[config.mk]
export PLATFORM = sky130hd
export DESIGN_NAME = fdt_tx_scheduler
export DESIGN_NICKNAME = d
export VERILOG_FILES = /design/src/rtl/fdt_tx_scheduler.sv
export SDC_FILE = /design/constraint.sdc
export NUM_CORES = 1
export LEC_CHECK = 0
export CAP_MARGIN = 20
export CORE_MARGIN = 4
export CORE_UTILIZATION = 37
export CTS_BUF_LIST = sky130_fd_sc_hd__clkbuf_4 sky130_fd_sc_hd__clkbuf_8 sky130_fd_sc_hd__clkbuf_16
export DETAILED_ROUTE_END_ITERATION = 12
export SYNTH_ARGS = -nofsm -noshare
export SYNTH_HDL_FRONTEND = slang
export SYNTH_SLANG_ARGS = --single-unit
[constraint.sdc]
create_clock -name clk -period 4.1 [get_ports clk]
set_clock_uncertainty 0.2 [all_clocks]
set_input_delay 1.025 -clock clk [delete_from_list [all_inputs] [get_ports clk]]
set_output_delay 1.025 -clock clk [all_outputs]
set_load 0.005 [all_outputs]
[src/rtl/fdt_tx_scheduler.sv]
// -----------------------------------------------------------------------------
// fdt_tx_scheduler
//
// Purpose:
//   Decides when a PICC response frame may start on the frame-delay-time (FDT)
//   grid. The block follows the PCD frame (pause -> RX -> end of frame) and
//   waits for the minimum-FDT trigger from the fdt block. At that trigger the
//   response can start immediately, or it can be abandoned if it was restricted
//   to the first slot. Otherwise it is offered in up to MAX_SLOTS additional
//   slots, each SLOT_TICKS carrier ticks long. A new PCD pause while a response
//   is still pending abandons that response.
//
//   The trigger-to-tx_start latency is fixed at one cycle. The fdt block's
//   TIMING_ADJUST value has to absorb this cycle at integration.
//
// Handshake:
//   tx_req is a level. The producer holds it until the scheduler answers with
//   exactly one tx_start or one tx_missed pulse. The two pulses never occur in
//   the same cycle. tx_done ends the TX state, and there is no timeout.
//
// Ports:
//   clk                  i  carrier-derived clock, rising edge
//   rst_n                i  synchronous active-low reset
//   pause_n_synchronised i  PCD pause, low during a pause
//   rx_eoc               i  pulse, valid end of PCD frame
//   rx_error             i  pulse, PCD frame decode error
//   fdt_trigger          i  pulse, minimum FDT point reached
//   tx_req               i  level, response data ready
//   tx_fixed_fdt         i  level, response allowed only in the first FDT slot
//   tx_done              i  pulse, transmitter finished the frame
//   tx_start             o  pulse, start transmission now
//   tx_missed            o  pulse, pending response abandoned
//   busy                 o  high in every state except IDLE
//   slot_num             o  current additional slot index, 0 outside SLOT
//   fsm_state            o  debug view of the FSM state encoding
// -----------------------------------------------------------------------------
module fdt_tx_scheduler #(
   parameter int SLOT_TICKS = 128,
   parameter int MAX_SLOTS  = 16
) (
   input  logic                           clk,
   input  logic                           rst_n,
   input  logic                           pause_n_synchronised,
   input  logic                           rx_eoc,
   input  logic                           rx_error,
   input  logic                           fdt_trigger,
   input  logic                           tx_req,
   input  logic                           tx_fixed_fdt,
   input  logic                           tx_done,
   output logic                           tx_start,
   output logic                           tx_missed,
   output logic                           busy,
   output logic [$clog2(MAX_SLOTS+1)-1:0] slot_num,
   output logic [2:0]                     fsm_state
);

   localparam int TW = (SLOT_TICKS > 1) ? $clog2(SLOT_TICKS) : 1;
   localparam int SW = $clog2(MAX_SLOTS + 1);

   localparam logic [TW-1:0] TICK_LAST = TW'(SLOT_TICKS - 1);
   localparam logic [SW-1:0] SLOT_LAST = SW'(MAX_SLOTS);

   typedef enum logic [2:0] {
      IDLE     = 3'd0,
      RX       = 3'd1,
      WAIT_FDT = 3'd2,
      SLOT     = 3'd3,
      TX       = 3'd4
   } state_t;

   state_t        state_q, state_d;
   logic [TW-1:0] tick_q, tick_d;
   logic [SW-1:0] slot_q, slot_d;
   logic          start_q, start_d;
   logic          missed_q, missed_d;

   always_ff @(posedge clk) begin
      if (!rst_n) begin
         state_q  <= IDLE;
         tick_q   <= '0;
         slot_q   <= '0;
         start_q  <= 1'b0;
         missed_q <= 1'b0;
      end else begin
         state_q  <= state_d;
         tick_q   <= tick_d;
         slot_q   <= slot_d;
         start_q  <= start_d;
         missed_q <= missed_d;
      end
   end

   always_comb begin
      state_d  = state_q;
      tick_d   = tick_q;
      slot_d   = slot_q;
      start_d  = 1'b0;
      missed_d = 1'b0;

      case (state_q)
         IDLE: begin
            if (!pause_n_synchronised) begin
               state_d = RX;
            end
         end

         RX: begin
            // A decode error discards the frame even when end-of-frame
            // arrives in the same cycle.
            if (rx_error) begin
               state_d = IDLE;
            end else if (rx_eoc) begin
               state_d = WAIT_FDT;
            end
         end

         WAIT_FDT: begin
            // A new PCD pause means the PCD has already moved on. Responding
            // at the trigger would then collide with the next PCD frame.
            if (!pause_n_synchronised) begin
               state_d = RX;
            end else if (fdt_trigger) begin
               if (tx_req) begin
                  start_d = 1'b1;
                  state_d = TX;
               end else if (tx_fixed_fdt) begin
                  missed_d = 1'b1;
                  state_d  = IDLE;
               end else begin
                  state_d = SLOT;
                  tick_d  = '0;
                  slot_d  = SW'(1);
               end
            end
         end

         SLOT: begin
            if (!pause_n_synchronised) begin
               missed_d = 1'b1;
               state_d  = RX;
               tick_d   = '0;
               slot_d   = '0;
            end else if (tick_q == TICK_LAST) begin
               // Slot boundary. The registered tx_start lands exactly
               // 1 + k*SLOT_TICKS cycles after the trigger cycle.
               tick_d = '0;
               if (tx_req) begin
                  start_d = 1'b1;
                  state_d = TX;
                  slot_d  = '0;
               end else if (slot_q == SLOT_LAST) begin
                  missed_d = 1'b1;
                  state_d  = IDLE;
                  slot_d   = '0;
               end else begin
                  slot_d = slot_q + SW'(1);
               end
            end else begin
               tick_d = tick_q + TW'(1);
            end
         end

         TX: begin
            if (tx_done) begin
               state_d = IDLE;
            end
         end

         default: begin
            state_d = IDLE;
            tick_d  = '0;
            slot_d  = '0;
         end
      endcase
   end

   assign tx_start  = start_q;
   assign tx_missed = missed_q;
   assign busy      = (state_q != IDLE);
   assign slot_num  = slot_q;
   assign fsm_state = state_q;

endmodule

==> impl_metrics.py <==
metrics = {
    "floorplan": {
        "die_height_um": 60.01,
        "die_area_um2": 3601,
        "start_util_pct": 39.68,
        "core-area_um2": 2522,
        "fp.dieW_um": 60.01,
        "rows": 18,
        "ios": 20,
    },
    "sta": {
        "holdWs_ns": 0.2938,
        "setup_viol": 0,
        "drv_slew": 0,
        "hold_viol": 0,
        "setup_tns_ns": 0,
        "fmax_ghz": 0.3349,
        "post-route-period-util_pct": 72.83,
        "worst_pin_slew_ns": 0.6760,
        "grt_setup_unrepaired": "false",
        "slew_headroom_pct": 54.46,
        "setup_slack_ns": 1.114,
        "min_period_ns": 2.986,
    },
    "pwr": {
        "seqPwrFrac_pct": 52.0,
        "combPwrFrac_pct": 21.9,
        "power_density_nw_per_um2": 287.1,
        "pwr-share-clk_pct": 26.1,
        "vdd_drop_max_uv": 227.5,
        "p_switching_w": 0.0001060,
        "switching_share_pct": 29.74,
        "leakagePower_nw": 0.4221,
        "internal-power_w": 0.0002503,
        "power_w": 0.0003563,
    },
    "worst_setup_path": {
        "cp.arrival_ns": 3.02,
        "cp_max_fo": 16,
        "path_class": "in -> reg",
        "r2r-end": "fsm_state[0]$_SDFFE_PN0P_",
        "endpoint": "tick_q[2]$_SDFFE_PN0P_",
        "ff2ff_path_depth": 6,
        "critPathCaptureType": "flop",
        "cp_slowest_stage_delay_ns": 0.62,
        "crit_start": "tx_req",
        "crit_buf_inv": 1,
        "cp_top_family": "compound AO/OA/AOI/OAI gates",
        "cp_cell_sequence": "clkdlybuf4s50_1 > and4bb_4 > a2bb2oi_2 > o21ai_0 > a21oi_1",
        "worst_setup_path_start_kind": "input port",
        "r2r_slack_ns": 1.94,
        "r2r_start": "slot_num[0]$_SDFFE_PN0P_",
        "crit_cells": 5,
        "slowest_stage": "clkdlybuf4s50_1",
        "critPathRequiredTime_ns": 4.13,
    },
    "synth": {
        "synth_cell_types": 42,
        "ys.flop_type": "dfxtp_1",
        "synth_fp_nets": 130,
        "async_reset_ff_share_pct": 0,
        "synth_area_per_cell_um2": 8.483,
        "synth-seq-cells": 17,
        "yosys_warnings": 0,
        "synth_edf_count": 0,
        "netlist_area_um2": 1001,
        "yosysSeqAreaShare_pct": 34.00,
        "synthCells": 118,
    },
    "clock_network": {
        "clock_path_buffers": 2,
        "root_buffer": "clkbuf_4",
        "ctsResizeCount": 0,
        "cts_buffers": 3,
        "cts.sinks": 17,
        "clk_latency_ns": 0.30,
        "hold_buffers": 0,
        "cts_setup_buffers": 0,
        "cts_tree": "done",
        "htree_levels": 1,
        "clk_pin_slew_worst_paths_ns": 0.11,
    },
    "route": {
        "drt_first_pass_iters": 4,
        "routedWlPerCell_um": 14.13,
        "ant_nets": 0,
        "wl_um": 2360,
        "first_iter_violations": 31,
        "routed_via_density": 5.826,
        "drc": 0,
        "num_vias": 973,
    },
    "finish": {
        "n_antenna_cell": 0,
        "syn2layout_area_growth_pct": 24.00,
        "final_common_cell": "clkdlybuf4s50_1",
        "nets": 150,
        "most-common-layout-cells": "19 x clkdlybuf4s50_1, 17 x dfxtp_1, 11 x nand2_1",
        "drive_gt1_share_pct": 8.759,
    },
    "hold_path": {
        "hold_path_class": "reg -> reg",
    },
    "place": {
        "io_buffer_count": 19,
        "gp_congestion": 0.7989,
        "hpwl_um": 1757,
        "pre_cts_ws_ns": 0.8260,
    },
    "global_route": {
        "gr-total-overflow": 0,
        "grt_max_degree": 17,
        "grt.total_usage_pct": 14.10,
        "antenna_found_initial": 0,
        "first_global_vias": 904,
        "grt_pass1_wl_um": 3946,
    },
    "run_status": {
        "status": "complete, no violations",
    },
    "flow_run": {
        "cap_viol_max_count": 0,
    },
}
==> worst min-delay path, stage by stage (launching register included) <==
cell and delay [ns]:
dfxtp_1 0.34, o31ai_1 0.06, a21oi_1 0.06
==> cells by family (layout without fill, tap and decap cells) <==
family	count (synthesis)	in the layout	synth area share [%]
XOR/XNOR	1	1	0.8752
buffers and inverters	12	31	5.250
AND/OR/NAND/NOR	46	46	27.50
adder cells (fa/ha/maj)	3	3	3.750
flip-flops	17	17	34.00
AO/OA/AOI/OAI	35	35	24.50
multiplexers	4	4	4.125
==> per-stage QoR <==
step	instance area, um2	std cells	util (%)
global placement	1214	163	48.12
floorplan	1001	118	-
global route	1241	167	49.21
CTS	1241	167	49.21
detailed placement	1214	163	48.12
finish	1241	167	49.21
==> synth_stat cells (all sizes together) (2+ instances only) <==
library cell  count  share of area (%)
nand4             3                1.9
nand3             6                3.0
or3               3                1.9
a21oi             7                3.5
o31ai             2                1.5
and4bb            2                2.9
a31oi             2                1.2
a211oi            3                2.2
nor3              2                1.0
or4               2                1.5
o21ai             7                3.5
ha                3                3.8
buf               6                3.0
nor2              9                3.4
dfxtp            17                 34
inv               6                2.2
nand2            11                4.1
mux2i             3                3.0
o32ai             2                1.8
==> power by group through the flow <==
stage          Sequential [W]  Combinational [W]  Clock [W]
2_1_floorplan        0.000179          0.0000554          0
3_3_place_gp         0.000189          0.0000780          0
3_5_place_dp         0.000189          0.0000780          0
4_1_cts              0.000185          0.0000783  0.0000967
5_1_grt              0.000187          0.0000857   0.000104
6_report             0.000185          0.0000779  0.0000931
==> area by class of cell <==
type	count	area, um2
sequential	17	340.3
clock buffer	3	22.52
inverter	6	22.52
tap	30	37.54
fill	259	1281
timing repair buffer	21	205.2
clock inverter	1	5.005
multi-input combinational	89	608.1
==> per-layer routing <==
layer | GRT usage [%] | vias up | share of wire (%)
met5 | 0 | - | 0
met4 | 3.797 | 0 | 0.81
met3 | 2.592 | 4 | 3.6
met2 | 24.23 | 19 | 48
met1 | 17.91 | 461 | 48
li1 | - | 489 | -
==> worst min path at each step <==
stage / slack, ns / endpoint / cells after the start / startpoint
2_1_floorplan: 0.25 / tick_q[5]$_SDFFE_PN0P_ / 2 / tick_q[5]$_SDFFE_PN0P_
3_3_place_gp: 0.26 / tick_q[5]$_SDFFE_PN0P_ / 2 / tick_q[5]$_SDFFE_PN0P_
3_5_place_dp: 0.27 / tick_q[5]$_SDFFE_PN0P_ / 2 / tick_q[5]$_SDFFE_PN0P_
4_1_cts: 0.29 / tick_q[5]$_SDFFE_PN0P_ / 2 / tick_q[5]$_SDFFE_PN0P_
5_1_grt: 0.33 / tick_q[5]$_SDFFE_PN0P_ / 2 / tick_q[5]$_SDFFE_PN0P_
6_report: 0.29 / tick_q[5]$_SDFFE_PN0P_ / 2 / tick_q[5]$_SDFFE_PN0P_
==> registers in the layout, indices dropped and copies added, names as in the netlist <==
signal     count
tx_start       1
tx_missed      1
fsm_state      3
slot_num       5
tick_q         7
Power figures use the tool's default switching activity.
